--- src/rtl/mir_seq_pkg.sv ---
// rtl/mir_seq_pkg.sv - shared constants and types for the mir_seq sequencer
//
// Purpose: opcode constants, microword field bounds, microword constants and
// the FSM state encoding shared by mir_seq, mir_seq_rom and their bench.
// Ports: none (package).

package mir_seq_pkg;

  // Native microword width; the sequencer resizes to its UINST_W parameter.
  localparam int UW = 34;

  // Microword field bounds (MSB..LSB):
  //   M[33:32] KMX[31] T[30:28] BUSC[27:22] BUSB[21:16] BUSA[15:10]
  //   SH[9:7] ALUC[6:0]
  localparam int iM_H    = 33;
  localparam int iM_L    = 32;
  localparam int iKMX    = 31;
  localparam int iT_H    = 30;
  localparam int iT_L    = 28;
  localparam int iBUSC_H = 27;
  localparam int iBUSC_L = 22;
  localparam int iBUSB_H = 21;
  localparam int iBUSB_L = 16;
  localparam int iBUSA_H = 15;
  localparam int iBUSA_L = 10;
  localparam int iSH_H   = 9;
  localparam int iSH_L   = 7;
  localparam int iALUC_H = 6;
  localparam int iALUC_L = 0;

  // Opcode nybble values. 4'h0 also decodes as NOP; 4'hA..4'hF are illegal.
  localparam logic [3:0] NOP_i  = 4'h1;
  localparam logic [3:0] CLC_i  = 4'h2;
  localparam logic [3:0] SEC_i  = 4'h3;
  localparam logic [3:0] CPLw_i = 4'h4;
  localparam logic [3:0] SHLw_i = 4'h5;
  localparam logic [3:0] SHRw_i = 4'h6;
  localparam logic [3:0] ASRw_i = 4'h7;
  localparam logic [3:0] INCw_i = 4'h8;
  localparam logic [3:0] DECw_i = 4'h9;

  typedef enum logic {
    ST_IDLE = 1'b0,
    ST_RUN  = 1'b1
  } state_t;

  // Builds a microword from its fields; KMX and M are never set.
  function automatic logic [UW-1:0] mk_uword(
    input logic [6:0] aluc,
    input logic [2:0] sh,
    input logic [5:0] busa,
    input logic [5:0] busb,
    input logic [5:0] busc,
    input logic [2:0] t
  );
    logic [UW-1:0] w;
    w                   = '0;
    w[iALUC_H:iALUC_L]  = aluc;
    w[iSH_H:iSH_L]      = sh;
    w[iBUSA_H:iBUSA_L]  = busa;
    w[iBUSB_H:iBUSB_L]  = busb;
    w[iBUSC_H:iBUSC_L]  = busc;
    w[iT_H:iT_L]        = t;
    return w;
  endfunction

  // Bus codes: 1 = W register, 2 = constant one. T codes: 1 = flags, 2 = W.
  localparam logic [UW-1:0] NOP_u  = '0;
  localparam logic [UW-1:0] CLC_u  = mk_uword(7'h01, 3'd0, 6'd0, 6'd0, 6'd0, 3'd1);
  localparam logic [UW-1:0] SEC_u  = mk_uword(7'h02, 3'd0, 6'd0, 6'd0, 6'd0, 3'd1);
  localparam logic [UW-1:0] CPLw_u = mk_uword(7'h10, 3'd0, 6'd1, 6'd0, 6'd1, 3'd2);
  localparam logic [UW-1:0] SHLw_u = mk_uword(7'h20, 3'd1, 6'd1, 6'd0, 6'd1, 3'd2);
  localparam logic [UW-1:0] SHRw_u = mk_uword(7'h20, 3'd2, 6'd1, 6'd0, 6'd1, 3'd2);
  localparam logic [UW-1:0] ASRw_u = mk_uword(7'h20, 3'd3, 6'd1, 6'd0, 6'd1, 3'd2);
  localparam logic [UW-1:0] INCw_u = mk_uword(7'h04, 3'd0, 6'd1, 6'd2, 6'd1, 3'd2);
  localparam logic [UW-1:0] DECw_u = mk_uword(7'h08, 3'd0, 6'd1, 6'd2, 6'd1, 3'd2);

endpackage

--- src/rtl/mir_seq_rom.sv ---
// rtl/mir_seq_rom.sv - combinational opcode to microword decode
//
// Purpose: maps a 4-bit opcode to its microword, flags unrecognised opcodes
// and marks the shift opcodes that may repeat.
// Ports:
//   opcode   in  4   opcode nybble
//   uword    out UW  decoded microword (NOP for illegal opcodes)
//   illegal  out 1   opcode is not recognised
//   is_shift out 1   opcode is SHLw, SHRw or ASRw

module mir_seq_rom
  import mir_seq_pkg::*;
(
  input  logic [3:0]    opcode,
  output logic [UW-1:0] uword,
  output logic          illegal,
  output logic          is_shift
);

  always_comb begin
    uword    = NOP_u;
    illegal  = 1'b0;
    is_shift = 1'b0;
    case (opcode)
      4'h0, NOP_i: uword = NOP_u;
      CLC_i:       uword = CLC_u;
      SEC_i:       uword = SEC_u;
      CPLw_i:      uword = CPLw_u;
      SHLw_i: begin
        uword    = SHLw_u;
        is_shift = 1'b1;
      end
      SHRw_i: begin
        uword    = SHRw_u;
        is_shift = 1'b1;
      end
      ASRw_i: begin
        uword    = ASRw_u;
        is_shift = 1'b1;
      end
      INCw_i:      uword = INCw_u;
      DECw_i:      uword = DECw_u;
      default:     illegal = 1'b1;
    endcase
  end

endmodule

--- src/rtl/mir_seq.sv ---
// rtl/mir_seq.sv - registered microinstruction sequencer with shift repeat
//
// Purpose: accepts decoded instructions over valid/ready and emits one or more
// identical microwords per instruction toward execute over valid/ready.
// Ports:
//   CLK, RESET        clock and synchronous active-high reset
//   INST, INST_VALID  instruction word in and its valid
//   INST_READY        sequencer takes INST this cycle
//   FLUSH             abort current sequence, drop pending output
//   MICROINST, UVALID registered microword out and its valid
//   UREADY            execute consumes MICROINST this cycle
//   ULAST             word is the final step of its instruction
//   STEP              zero-based step index within the sequence
//   ILLEGAL           word comes from an unrecognised opcode

module mir_seq
  import mir_seq_pkg::*;
#(
  parameter int INST_W     = 20,
  parameter int UINST_W    = 34,
  parameter int OPC_LSB    = 4,
  parameter int REPEAT_EN  = 1,
  parameter int MAX_REPEAT = 8,
  parameter int CNT_W      = $clog2(MAX_REPEAT + 1)
) (
  input  logic               CLK,
  input  logic               RESET,
  input  logic [INST_W-1:0]  INST,
  input  logic               INST_VALID,
  output logic               INST_READY,
  input  logic               FLUSH,
  output logic [UINST_W-1:0] MICROINST,
  output logic               UVALID,
  input  logic               UREADY,
  output logic               ULAST,
  output logic [CNT_W-1:0]   STEP,
  output logic               ILLEGAL
);

  state_t              state_q;
  logic [UINST_W-1:0]  uword_q;
  logic                ulast_q;
  logic                illegal_q;
  logic [CNT_W-1:0]    step_q;
  logic [CNT_W-1:0]    last_step_q;

  logic [UW-1:0]       rom_uword;
  logic                rom_illegal;
  logic                rom_is_shift;
  logic [3:0]          req_cnt;
  logic [CNT_W-1:0]    acc_last_step;
  logic                consume;
  logic                accept;

  // Only the opcode nybble and the repeat field are decoded.
  logic unused_inst;
  assign unused_inst = ^INST;

  mir_seq_rom u_rom (
    .opcode   (INST[OPC_LSB +: 4]),
    .uword    (rom_uword),
    .illegal  (rom_illegal),
    .is_shift (rom_is_shift)
  );

  // Repeat count is fixed at accept time: 0 means one step, then clip.
  always_comb begin
    req_cnt = 4'd1;
    if (REPEAT_EN != 0 && rom_is_shift) begin
      req_cnt = (INST[3:0] == 4'd0) ? 4'd1 : INST[3:0];
      if (req_cnt > 4'(MAX_REPEAT)) begin
        req_cnt = 4'(MAX_REPEAT);
      end
    end
    acc_last_step = CNT_W'(req_cnt - 4'd1);
  end

  assign UVALID     = (state_q == ST_RUN);
  assign consume    = UVALID & UREADY;
  // A new instruction may only overlap the consume of the final step, so the
  // output register is never overwritten while a word is still pending.
  assign INST_READY = !RESET & !FLUSH & ((state_q == ST_IDLE) | (consume & ulast_q));
  assign accept     = INST_VALID & INST_READY;

  always_ff @(posedge CLK) begin
    if (RESET) begin
      state_q     <= ST_IDLE;
      uword_q     <= UINST_W'(NOP_u);
      ulast_q     <= 1'b0;
      illegal_q   <= 1'b0;
      step_q      <= '0;
      last_step_q <= '0;
    end else if (FLUSH) begin
      // Flushing an idle sequencer leaves its outputs untouched.
      if (state_q == ST_RUN) begin
        state_q     <= ST_IDLE;
        uword_q     <= UINST_W'(NOP_u);
        ulast_q     <= 1'b0;
        illegal_q   <= 1'b0;
        step_q      <= '0;
        last_step_q <= '0;
      end
    end else if (accept) begin
      state_q     <= ST_RUN;
      uword_q     <= UINST_W'(rom_uword);
      illegal_q   <= rom_illegal;
      step_q      <= '0;
      last_step_q <= acc_last_step;
      ulast_q     <= (acc_last_step == '0);
    end else if (consume) begin
      if (ulast_q) begin
        state_q   <= ST_IDLE;
        ulast_q   <= 1'b0;
        illegal_q <= 1'b0;
        step_q    <= '0;
      end else begin
        step_q  <= step_q + CNT_W'(1);
        ulast_q <= ((step_q + CNT_W'(1)) == last_step_q);
      end
    end
  end

  assign MICROINST = uword_q;
  assign ULAST     = ulast_q;
  assign STEP      = step_q;
  assign ILLEGAL   = illegal_q;

endmodule
--- config.mk ---
export PLATFORM = sky130hd
export DESIGN_NAME = mir_seq
export DESIGN_NICKNAME = d
export VERILOG_FILES = /design/src/rtl/mir_seq_pkg.sv /design/src/rtl/mir_seq_rom.sv /design/src/rtl/mir_seq.sv
export SDC_FILE = /design/constraint.sdc
export NUM_CORES = 1
export LEC_CHECK = 0
export CORE_ASPECT_RATIO = 0.5
export CORE_MARGIN = 1
export CORE_UTILIZATION = 43
export CTS_BUF_LIST = sky130_fd_sc_hd__clkbuf_4
export CTS_CLUSTER_DIAMETER = 80
export DETAILED_ROUTE_END_ITERATION = 16
export PLACE_DENSITY = 0.94
export SLEW_MARGIN = 20
export SYNTH_ARGS = -nofsm -noshare
export SYNTH_HDL_FRONTEND = slang
export SYNTH_SLANG_ARGS = --single-unit
export TNS_END_PERCENT = 100
--- constraint.sdc ---
create_clock -name CLK -period 4.55 [get_ports CLK]
set_input_delay 1.1375 -clock CLK [delete_from_list [all_inputs] [get_ports CLK]]
set_output_delay 1.1375 -clock CLK [all_outputs]
set_load 0.02 [all_outputs]
### Word-level counts from Yosys, hierarchy flattened

Index checks and enable logic that the tools add are counted.

| storage, ports and cells | value |
|---|---|
| register bits after elaboration | 45 |
| bits of input ports | 25 |
| output and inout port bits | 42 |
| logic and storage cells | 70 |

| cells by class | value |
|---|---|
| $add $sub $neg | 2 |
| order comparisons | 1 |
| eq/ne operators | 11 |
| mux-type cells | 26 |
| bitwise gates (word level) | 7 |
| reductions and logical operators | 17 |

Operators with widths:

| operator | count |
|---|---|
| 30-bit one-hot mux with 8 select lines | 1 |
| 34-bit two-way mux | 3 |
| 4-bit two-way mux | 10 |
| 4-bit by 3-bit == test with 1-bit output (second input constant) | 4 |
| 4-bit logical NOT | 3 |
| 1-bit two-way mux | 12 |
| 10-bit OR reduction | 1 |
| 4-bit by 2-bit == test with 1-bit output (second input constant) | 2 |
| 4-bit == test (second input constant) | 2 |
| 2-bit AND reduction | 3 |
| 2-bit nonzero test | 3 |
| 3-bit nonzero test | 2 |
| 1-bit bitwise AND | 5 |
| 4-bit by 1-bit adder with 4-bit output (second input constant) | 1 |
| 4-bit by 1-bit == test with 1-bit output (second input constant) | 1 |
| 4-bit == test | 1 |
| 4-bit greater-than comparator (second input constant) | 1 |
| 4-bit by 1-bit subtractor with 4-bit output (second input constant) | 1 |
| 3-bit AND reduction | 1 |
| 3-bit OR reduction | 1 |
| 1-bit logical NOT | 2 |
| 2-bit by 1-bit inequality test with 1-bit output (second input constant) | 1 |
| 2-bit OR reduction | 1 |
| 1-bit NOT | 1 |
| 1-bit OR | 1 |

### Logic depth before layout (Yosys ltp)

Gate-level depths: netlist (run 1).

| logic depth | value |
|---|---|
| depth after elaboration | 9 |
| gate-level depth with buffers | 7 |
| gate-level depth less buffers | 7 |

### Modules after synthesis

A second synthesis (run 1) with hierarchy kept.

| unflattened totals | value |
|---|---|
| cell total of the unflattened synthesis | 231 |
| area total of the unflattened synthesis | 2109.5 um^2 |

Modules (own cells, without submodules):

| module | times used | cells each | area an instance (um^2) | seq. area each (um^2) |
|---|---|---|---|---|
| mir_seq | 1 | 191 | 1824.2 | 900.9 |
| mir_seq_rom | 1 | 40 | 285.3 | 0.0 |

### Least setup slack after synthesis (run 1)

OpenSTA, ideal clock, no wires.

| timing path | value |
|---|---|
| path kind | input to output |
| start | input FLUSH |
| end | output INST_READY |
| data arrival time | 1.845 ns |
| data required time | 3.413 ns |
| setup slack | 1.568 ns |
| stages | 2 |
| path buffers | 1 |
| cell sequence | buf_2 -> nor3_1 |

| between the ends | value |
|---|---|
| word-level cells in the longest chain between the ends | 3 |

Ends and longest elaborated chain:

| item | RTL line | text |
|---|---|---|
| from (decl) | mir_seq.sv:31 | `input logic FLUSH,` |
| 1-bit logical NOT | mir_seq.sv:82 | `assign INST_READY = !RESET & !FLUSH & ((state_q == ST_IDLE) \| (consume & ulast_q));` |
| 1-bit bitwise AND (2 in series) | mir_seq.sv:82 |  |
| to (decl) | mir_seq.sv:30 | `output logic INST_READY,` |

No other way between the ends.

### Worst setup path after layout (run 1)

Ends and elaborated chain as after synthesis.

==> metrics.cfg, run 1 <==
[clock_tree]
cts-root-to-sink-buffers=2
tritoncts=built
number_of_buffers_created_by_cts=3
clock_sinks=22
post_cts_hold_buffer_count=0
cts-htree-levels=1
post_cts_buffers=0
insertion_delay_ns=0.32
post_cts_resize_count=0
clkSlewWorstSetupHoldPaths_ns=0.12
clk_root_buffer_cell=sky130_fd_sc_hd__clkbuf_4

[critical_path]
critical_path.n_buffers_inverters=2
worst-path-max-fanout=11
path_class=in -> out
setup.worst_path.end_class=primary output
critPathMaxStageDelay_ns=0.64
worstSetupStartpointType=input port
critPathArrivalTime_ns=2.70
critical_path.cell_chain=clkdlybuf4s50_1 -> nor3_1 -> clkdlybuf4s50_1
cp_top_family=buffers and inverters
timing.reg2reg.setup_slack_ns=3.06
critical-path-top-cell-by-count=sky130_fd_sc_hd__clkdlybuf4s50_1
rr_endpoint=last_step_q[3]
critical_path.slowest_cell=sky130_fd_sc_hd__clkdlybuf4s50_1
required_time_worst_endpoint_ns=3.41
reg2regPathDepth=4
rr_startpoint=UVALID

[synthesis]
avgSynthCellArea_um2=9.11
synth-async-reset-ratio=0
ys_seq_area_frac=0.353
top_ff_cell_synth=sky130_fd_sc_hd__dfxtp_1
synthDominantAreaCellType=sky130_fd_sc_hd__dfxtp_1
main_area_contributors_after_synthesis=sky130_fd_sc_hd__dfxtp_1, sky130_fd_sc_hd__buf_4, sky130_fd_sc_hd__nor2_1, sky130_fd_sc_hd__a22o_1, sky130_fd_sc_hd__mux2i_1
synth-edff-count=0
synth_area_um2=1250
synth_cell_types=40
synth.ff_latch_count=22
postSynthCellCount=137
synth.top_cell.area_share=0.353
synth-warning-count=0

[floorplan]
design.portCount=67
overall_die_height_um=40.1
die_width_um=78.2
fp.dieArea_um2=3140
std_cell_rows=13
initial_core_util=0.468
fp.coreArea_um2=2670

[drt]
wirelength_um=2670
postRouteAntennaNets=0
drt_pre_antenna_iters=4
post_drt_wl_per_cell_um=12.9
dr_total_vias=1046
route.detailed.drc=0
drt-initial-drc-count=90
route.detailed.vias_per_inst=5.08

[global_routing]
grt_overflow=0
wire_length_of_the_first_global_routing_pass_um=4000
grt.total_usage=0.170
grt_antenna_before_repair=0
pin_count_of_the_biggest_net_entering_global_routing=19
grt_pass1_vias=904

[placed_design]
dp_hpwl_um=2080
placedCellCount=202
io_buffer_count=33
post_dp_cell_area_um2=1520
pre_cts_slack_ns=0.732
gp_congestion=0.760

[layout]
sequential_cell_area_um2=440
fillers=229
syn2layout_area_growth_pct=23.4
fin_area_um2=1540
nets=198
final_cell_count_no_fill=206
drive_above_1_share=0.0533
n_antenna_cell=0
multi_input_comb_area_um2=687

[timing]
max_slew.worst_pin.slew_ns=0.570
timing.max_slew.rel_slack=0.619
period_utilization=0.844
number_of_hold_violations_in_the_final_report=0
setup_viol_count_final=0
grt_setup_unrepaired=no
worst_clock_skew_ns=0.00269
timing.setup.tns_ns=0
timing_max_transition_violations_final=0
final.setup.worst_slack_ns=0.708
fmaxAchievable_mhz=260
finalCriticalPeriod_ns=3.84

[flow_run]
maxCapViolations=0

[hold_path]
hold_depth=1
hold_start=MICROINST[17]
worstHoldEndpoint=MICROINST[17]
timing.hold.worst.class=reg -> reg

[status]
result_of_the_run=completed

[power_and_ir_drop]
static_leakage_uw=0.000590
power.density_cell_area_nw_per_um2=239
max-vdd-ir-drop_uv=125

[stage by stage]
stage,util,total power [µW],hold slack [ns]
floorplan,-,266,0.452
global placement,0.568,277,0.462
detailed placement,0.568,278,0.457
CTS,0.578,369,0.485
global route,0.578,387,0.502
finish,0.578,368,0.483
[cells in the final DEF (no fill, tap or decap), types with 2 or more instances in the layout]
cell type / instances
sky130_fd_sc_hd__clkdlybuf4s50_1: 33
sky130_fd_sc_hd__nor3_1: 6
sky130_fd_sc_hd__ha_1: 3
sky130_fd_sc_hd__nand2b_1: 5
sky130_fd_sc_hd__nand3b_1: 2
sky130_fd_sc_hd__o21ai_0: 4
sky130_fd_sc_hd__dfxtp_1: 22
sky130_fd_sc_hd__conb_1: 21
sky130_fd_sc_hd__o2bb2ai_1: 3
sky130_fd_sc_hd__xnor2_1: 4
sky130_fd_sc_hd__o22ai_1: 2
sky130_fd_sc_hd__xor2_1: 4
sky130_fd_sc_hd__mux2i_1: 4
sky130_fd_sc_hd__clkbuf_4: 3
sky130_fd_sc_hd__and2_1: 2
sky130_fd_sc_hd__a22o_1: 5
sky130_fd_sc_hd__nor2_1: 12
sky130_fd_sc_hd__nor3b_1: 3
sky130_fd_sc_hd__a21oi_1: 2
sky130_fd_sc_hd__nand3_1: 5
sky130_fd_sc_hd__nand2_1: 5
[area by class of cell]
class                   instances  share of cell area
clock buffers                   3              0.0146
clock inverters                 1             0.00244
inverters                       1             0.00244
multi-input cells             108               0.446
flip-flops and latches         22               0.286
well taps                      37              0.0300
repair buffers                 34               0.219
[how the worst max path moves through the flow]
stage | from | endpoint | slack (ns) | depth (start not counted)
detailed placement | UREADY | INST_READY | 0.73 | 4
finish | FLUSH | INST_READY | 0.71 | 3
global placement | UREADY | INST_READY | 0.74 | 4
CTS | UREADY | INST_READY | 0.73 | 4
global route | UREADY | INST_READY | 0.65 | 4
floorplan | FLUSH | INST_READY | 1.57 | 2
[registers in the layout (all words and copies together) (netlist names)]
| signal | cells |
|---|---|
| MICROINST | 11 |
| STEP | 4 |
| last_step_q | 4 |
| ILLEGAL | 1 |
| ULAST | 1 |
| UVALID | 1 |
[cell families (layout without fill, tap and decap cells)]
| logic type | count (synthesis) | after routing | synth area share |
|---|---|---|---|
| AO/OA/AOI/OAI | 23 | 23 | 0.145 |
| XOR/XNOR | 8 | 8 | 0.0561 |
| adder cells (fa/ha/maj) | 3 | 3 | 0.0301 |
| buffers and inverters | 27 | 39 | 0.157 |
| flip-flops | 22 | 22 | 0.353 |
| multiplexers | 4 | 4 | 0.0321 |
| other | 1 | 21 | 0.00300 |
| AND/OR/NAND/NOR | 49 | 49 | 0.223 |
[report_power, final]
| part | switching (µW) | internal [µW] | total [µW] |
|---|---|---|---|
| combinational | 45.9 | 29.1 | 74.9 |
| clock | 61.2 | 32.2 | 93.4 |
| sequential | 3.88 | 196 | 200 |
[synth_stat cells (all sizes together) (3+ instances only)]
cell type,n
a22o,5
buf,25
dfxtp,22
ha,3
mux2i,4
nand2,5
nand2b,5
nand3,5
nor2,13
nor3,6
nor3b,3
o21ai,5
o2bb2ai,3
xnor2,4
xor2,4
[routing by layer]
| metal | vias up | routed length, µm | global-route usage |
|---|---|---|---|
| li1 | 501 | - | - |
| met3 | 4 | 134 | 0.0477 |
| met2 | 40 | 1340 | 0.311 |
| met1 | 501 | 1160 | 0.203 |
| met5 | - | 0 | 0 |
| met4 | 0 | 32 | 0.0509 |
Power figures use the tool's default switching activity.
==> run 2: changes to the inputs <==
--- a/config.mk
+++ b/config.mk
@@ -7,11 +7,11 @@
 export LEC_CHECK = 0
 export CORE_ASPECT_RATIO = 0.5
 export CORE_MARGIN = 1
-export CORE_UTILIZATION = 43
+export CORE_UTILIZATION = 40
 export CTS_BUF_LIST = sky130_fd_sc_hd__clkbuf_4
 export CTS_CLUSTER_DIAMETER = 80
 export DETAILED_ROUTE_END_ITERATION = 16
-export PLACE_DENSITY = 0.94
+export PLACE_DENSITY = 0.89
 export SLEW_MARGIN = 20
 export SYNTH_ARGS = -nofsm -noshare
 export SYNTH_HDL_FRONTEND = slang
==> constraint.sdc (replaced) <==
create_clock -name CLK -period 3.7 [get_ports CLK]
set_input_delay 0.925 -clock CLK [delete_from_list [all_inputs] [get_ports CLK]]
set_output_delay 0.925 -clock CLK [all_outputs]
set_load 0.02 [all_outputs]
==> run 2 against run 1 <==
Effect of this change:
- worst hold slack better by 0.0030 ns
- clock power grew 98%
- cell area rose by 2.2%
- cell count increased by 0.49%
- count of clock-buffer cells in the layout stayed put
- sequential cell count did not move
- die area up 7.2%
- register-to-register slack got worse by 0.86 ns
- global-route usage up 0.51 points
- clock skew is 0.0059 ns higher
- worst setup slack lost 0.44 ns
- critical path type unchanged
- critical endpoint unchanged
==> metrics.cfg, run 2 (synthesis results as in run 1) <==
[power_and_ir_drop]
power.density_cell_area_nw_per_um2=333  ; +39%
static_leakage_uw=0.000607  ; +2.9%
total_power_uw=525  ; +42%
max-vdd-ir-drop_uv=213  ; +70%

[layout]
n_antenna_cell=0  ; unchanged
fillers=228  ; -0.44%
nets=199  ; +0.51%
sequential_cell_area_um2=440  ; unchanged
syn2layout_area_growth_pct=26.2
multi_input_comb_area_um2=687  ; unchanged
final_cell_mix=sky130_fd_sc_hd__clkdlybuf4s50_1, sky130_fd_sc_hd__dfxtp_1, sky130_fd_sc_hd__conb_1, sky130_fd_sc_hd__nor2_1, sky130_fd_sc_hd__nor3_1
largest_register_ffs=11  ; unchanged
drive_above_1_share=0.0647  ; +0.0115
final_common_cell=sky130_fd_sc_hd__clkdlybuf4s50_1

[global_routing]
pin_count_of_the_biggest_net_entering_global_routing=19  ; unchanged
grt.total_usage=0.175  ; +0.00513
wire_length_of_the_first_global_routing_pass_um=4520  ; +13%
grt_pass1_vias=1017  ; +13%
grt_overflow=0  ; unchanged
grt_antenna_before_repair=0  ; unchanged

[drt]
postRouteAntennaNets=0  ; unchanged
drt-initial-drc-count=52  ; -42%
route.detailed.vias_per_inst=4.92  ; -3.1%
route.detailed.drc=0  ; unchanged
post_drt_wl_per_cell_um=12.6  ; -2.4%
drt_pre_antenna_iters=4  ; unchanged
wirelength_um=2610  ; -2.0%
dr_total_vias=1018  ; -2.7%

[hold_path]
timing.hold.worst.class=reg -> reg

[floorplan]
overall_die_height_um=41.5  ; +3.5%
initial_core_util=0.452  ; -0.0165
std_cell_rows=13  ; unchanged
fp.dieArea_um2=3360  ; +7.2%
design.portCount=67  ; unchanged
die_width_um=81.0  ; +3.6%
fp.coreArea_um2=2770  ; +3.7%

[critical_path]
critical_path.n_buffers_inverters=2  ; unchanged
critPathArrivalTime_ns=2.51  ; -0.19 ns
critPathMaxStageDelay_ns=0.65  ; about the same
critical-path-top-cell-by-count=sky130_fd_sc_hd__clkdlybuf4s50_1
timing.reg2reg.setup_slack_ns=2.20  ; -0.86 ns
path_class=in -> out
setup.worst_path.end_class=primary output
worst-path-max-fanout=5  ; -6
worstSetupStartpointType=input port
critical_path.cell_chain=clkdlybuf4s50_1 -> a21boi_2 -> nor3_1 -> clkdlybuf4s50_1
required_time_worst_endpoint_ns=2.77  ; -0.64 ns
critical_path.slowest_cell=sky130_fd_sc_hd__clkdlybuf4s50_1
cp_top_family=buffers and inverters

[clock_tree]
cts-htree-levels=1  ; unchanged
number_of_buffers_created_by_cts=3  ; unchanged
post_cts_buffers=0  ; unchanged
clock_sinks=22  ; unchanged
cts-root-to-sink-buffers=2  ; unchanged
clk_root_buffer_cell=sky130_fd_sc_hd__clkbuf_4
tritoncts=built
clkSlewWorstSetupHoldPaths_ns=0.12  ; about the same
insertion_delay_ns=0.31  ; about the same
post_cts_resize_count=0  ; unchanged
post_cts_hold_buffer_count=0  ; unchanged

[timing]
max_slew.worst_pin.slew_ns=0.587  ; +0.0174 ns
grt_setup_unrepaired=no
number_of_hold_violations_in_the_final_report=0  ; unchanged
finalCriticalPeriod_ns=3.43
fmaxAchievable_mhz=291
timing_max_transition_violations_final=0  ; unchanged
period_utilization=0.928
timing.max_slew.rel_slack=0.607  ; -0.0117
timing.setup.tns_ns=0  ; unchanged
setup_viol_count_final=0  ; unchanged
worst_clock_skew_ns=0.00857  ; +0.00587 ns

[flow_run]
maxCapViolations=0  ; unchanged

[status]
result_of_the_run=completed

[placed_design]
gp_congestion=0.771  ; +1.3%
dp_hpwl_um=2050  ; -1.6%
io_buffer_count=33  ; unchanged

[run 2: cell type report]
cell class	count	area share
Clock inverter	1	0.0191
Multi-Input combinational cell	108	0.436
Clock buffer	3	0.0143
Inverter	1	0.00238
Sequential cell	22	0.280
Timing Repair Buffer	35	0.219
Tap cell	37	0.0294
[run 2: metal layers]
metal	track usage	up-vias	routed length [µm]
met5	0	-	0
met4	0.0536	0	23
met3	0.0571	4	133
met2	0.301	35	1310
met1	0.206	474	1150
li1	-	505	-
[run 2: final timing paths]
kind / start / endpoint / cells past startpoint
worst max-delay path: UREADY / INST_READY / 4
worst max register to register: UVALID / ULAST / 4
worst min register to register: MICROINST[4] / MICROINST[4] / 2
worst min-delay path: MICROINST[4] / MICROINST[4] / 2
[run 2: worst reg2reg max path, stage by stage, from the launching register on]
cell	delay, ns
sky130_fd_sc_hd__dfxtp_1	0.40
sky130_fd_sc_hd__a21boi_2	0.22
sky130_fd_sc_hd__nor2_1	0.49
sky130_fd_sc_hd__nand2_1	0.13
sky130_fd_sc_hd__o211ai_1	0.19
[run 2: metrics by stage]
| step | instances | utilization | hold slack [ns] | instance area, µm² | worst slack (ns) |
|---|---|---|---|---|---|
| floorplan | 157 | - | 0.452 | 1320 | 1.14 |
| global placement | 203 | 0.551 | 0.462 | 1520 | 0.347 |
| detailed placement | 203 | 0.551 | 0.464 | 1520 | 0.272 |
| CTS | 207 | 0.570 | 0.489 | 1580 | 0.271 |
| global route | 207 | 0.570 | 0.511 | 1580 | 0.203 |
| finish | 207 | 0.570 | 0.486 | 1580 | 0.268 |
[run 2: report_power, final]
part / internal [µW] / total, µW / switching (µW) / leakage [µW]
combinational: 36.5 / 93.1 / 56.6 / 0.000401
sequential: 241 / 246 / 4.75 / 0.000178
clock: 110 / 185 / 75.8 / 0.0000279
total: 387 / 525 / 137 / 0.000607
==> run 3: changes to the inputs <==
--- a/config.mk
+++ b/config.mk
@@ -5,13 +5,16 @@
 export SDC_FILE = /design/constraint.sdc
 export NUM_CORES = 1
 export LEC_CHECK = 0
+export CAP_MARGIN = 20
+export CELL_PAD_IN_SITES_DETAIL_PLACEMENT = 0
+export CELL_PAD_IN_SITES_GLOBAL_PLACEMENT = 1
 export CORE_ASPECT_RATIO = 0.5
 export CORE_MARGIN = 1
-export CORE_UTILIZATION = 40
+export CORE_UTILIZATION = 28
 export CTS_BUF_LIST = sky130_fd_sc_hd__clkbuf_4
 export CTS_CLUSTER_DIAMETER = 80
 export DETAILED_ROUTE_END_ITERATION = 16
-export PLACE_DENSITY = 0.89
+export PLACE_DENSITY = 0.87
 export SLEW_MARGIN = 20
 export SYNTH_ARGS = -nofsm -noshare
 export SYNTH_HDL_FRONTEND = slang
==> run 3 against run 2 <==
Effect of this change:
- core utilization down 19 points
- sequential power about the same
- sequential share of layout area up 0.089 points
- worst hold slack better by 0.0033 ns
- global-route usage down 5.5 points
- first-iteration DRC count up 1.9%
- critical path depth unchanged
- critical endpoint unchanged
- largest cell class unchanged
- highest routed layer unchanged
==> metrics.cfg, run 3 (synthesis results as in run 1) <==
[layout]
drive_above_1_share=0.0588  ; -0.00588
final_cell_mix=sky130_fd_sc_hd__clkdlybuf4s50_1, sky130_fd_sc_hd__dfxtp_1, sky130_fd_sc_hd__conb_1, sky130_fd_sc_hd__nor2_1, sky130_fd_sc_hd__nor3_1
final_common_cell=sky130_fd_sc_hd__clkdlybuf4s50_1
postLayoutCoreUtil=0.384  ; -0.185
largest_register_ffs=11  ; unchanged
n_antenna_cell=0  ; unchanged
syn2layout_area_growth_pct=25.8
nets=199  ; unchanged

[clock_tree]
number_of_buffers_created_by_cts=3  ; unchanged
insertion_delay_ns=0.31  ; about the same
post_cts_hold_buffer_count=0  ; unchanged
post_cts_resize_count=0  ; unchanged
clk_root_buffer_cell=sky130_fd_sc_hd__clkbuf_4
tritoncts=built
cts-htree-levels=1  ; unchanged
post_cts_buffers=0  ; unchanged
clock_sinks=22  ; unchanged
clkSlewWorstSetupHoldPaths_ns=0.11  ; about the same
cts-root-to-sink-buffers=2  ; unchanged

[critical_path]
path_class=in -> out
critical-path-top-cell-by-count=sky130_fd_sc_hd__clkdlybuf4s50_1
critical_path.cell_chain=clkdlybuf4s50_1 -> a21boi_2 -> nor3_1 -> clkdlybuf4s50_1
critPathArrivalTime_ns=2.52  ; about the same
required_time_worst_endpoint_ns=2.77  ; about the same
worst-path-max-fanout=5  ; unchanged
critPathMaxStageDelay_ns=0.66  ; about the same
setup.worst_path.end_class=primary output
critical_path.slowest_cell=sky130_fd_sc_hd__clkdlybuf4s50_1
worstSetupStartpointType=input port

[hold_path]
timing.hold.worst.class=reg -> reg

[timing]
timing.setup.tns_ns=0  ; unchanged
fmaxAchievable_mhz=290  ; -0.39%
timing.max_slew.rel_slack=0.609  ; +0.00171
hold-worst-slack_ns=0.489  ; +0.00329 ns
period_utilization=0.931  ; +0.00365
grt_setup_unrepaired=no
setup_viol_count_final=0  ; unchanged
worst_clock_skew_ns=0.00457  ; -0.00400 ns
number_of_hold_violations_in_the_final_report=0  ; unchanged
timing_max_transition_violations_final=0  ; unchanged
finalCriticalPeriod_ns=3.45  ; +0.0135 ns
max_slew.worst_pin.slew_ns=0.585  ; -0.00256 ns

[drt]
drt-initial-drc-count=53  ; +1.9%
route.detailed.drc=0  ; unchanged
postRouteAntennaNets=0  ; unchanged
wirelength_um=2660  ; +1.8%
post_drt_wl_per_cell_um=11.9  ; -6.0%
drt_pre_antenna_iters=4  ; unchanged
dr_total_vias=1009  ; -0.88%
route.detailed.vias_per_inst=4.50  ; -8.4%

[status]
result_of_the_run=completed

[floorplan]
fp.dieArea_um2=4750  ; +41%
die_width_um=96.4  ; +19%
initial_core_util=0.306  ; -0.146
std_cell_rows=16  ; +3
design.portCount=67  ; unchanged
overall_die_height_um=49.2  ; +19%
fp.coreArea_um2=4080  ; +48%

[placed_design]
gp_congestion=0.711  ; -7.7%
io_buffer_count=33  ; unchanged
dp_hpwl_um=2010  ; -1.6%

[global_routing]
pin_count_of_the_biggest_net_entering_global_routing=19  ; unchanged
grt_pass1_vias=921  ; -9.4%
wire_length_of_the_first_global_routing_pass_um=4330  ; -4.3%
grt.total_usage=0.120  ; -0.0548
grt_antenna_before_repair=0  ; unchanged
grt_overflow=0  ; unchanged

[power_and_ir_drop]
power.density_cell_area_nw_per_um2=287  ; -14%
static_leakage_uw=0.000594  ; -2.1%
total_power_uw=451  ; -14%
max-vdd-ir-drop_uv=99.2  ; -53%

[flow_run]
maxCapViolations=0  ; unchanged

## run 3: where the power goes
group	internal, µW	switching (µW)	total (µW)
combinational	36.4	56.4	92.8
sequential	241	4.77	246
clock	39.5	72.6	112
## run 3: final timing paths
check | from | to | cells after the start | slack (ns)
min | MICROINST[17] | MICROINST[17] | 1 | 0.49
min reg2reg | MICROINST[17] | MICROINST[17] | 1 | 0.49
max reg2reg | UVALID | ULAST | 4 | 2.21
max | UREADY | INST_READY | 4 | 0.25
## run 3: routing by layer
| layer | vias to the layer above | track usage | wire, µm | share of wire |
|---|---|---|---|---|
| met5 | - | 0 | 0 | 0 |
| met1 | 468 | 0.146 | 1220 | 0.46 |
| met2 | 34 | 0.204 | 1280 | 0.48 |
| met4 | 0 | 0.0368 | 31 | 0.012 |
| met3 | 4 | 0.0343 | 127 | 0.048 |
| li1 | 503 | - | - | - |
## run 3: worst max-delay path, delay by kind of cell
family                 cells  cell delay (ns)
buffers and inverters      2             1.24
and+or+nand+nor            1             0.22
AOI/OAI and AO/OA          1             0.13
## run 3: through the flow
step           cells  cell area, µm²  setup slack [ns]
6_report         224            1570             0.255
5_1_grt          224            1570             0.188
4_1_cts          224            1570             0.289
3_5_place_dp     220            1540             0.306
3_3_place_gp     220            1540             0.317
2_1_floorplan    157            1320              1.14
## run 3: area by class of cell
type,instances,area [µm²]
fillers,414,2510
multi-input cells,108,687
flip-flops and latches,22,440
repair buffers,35,345
well taps,54,67.6
clock buffers,3,22.5
clock inverters,1,3.75
inverters,1,3.75
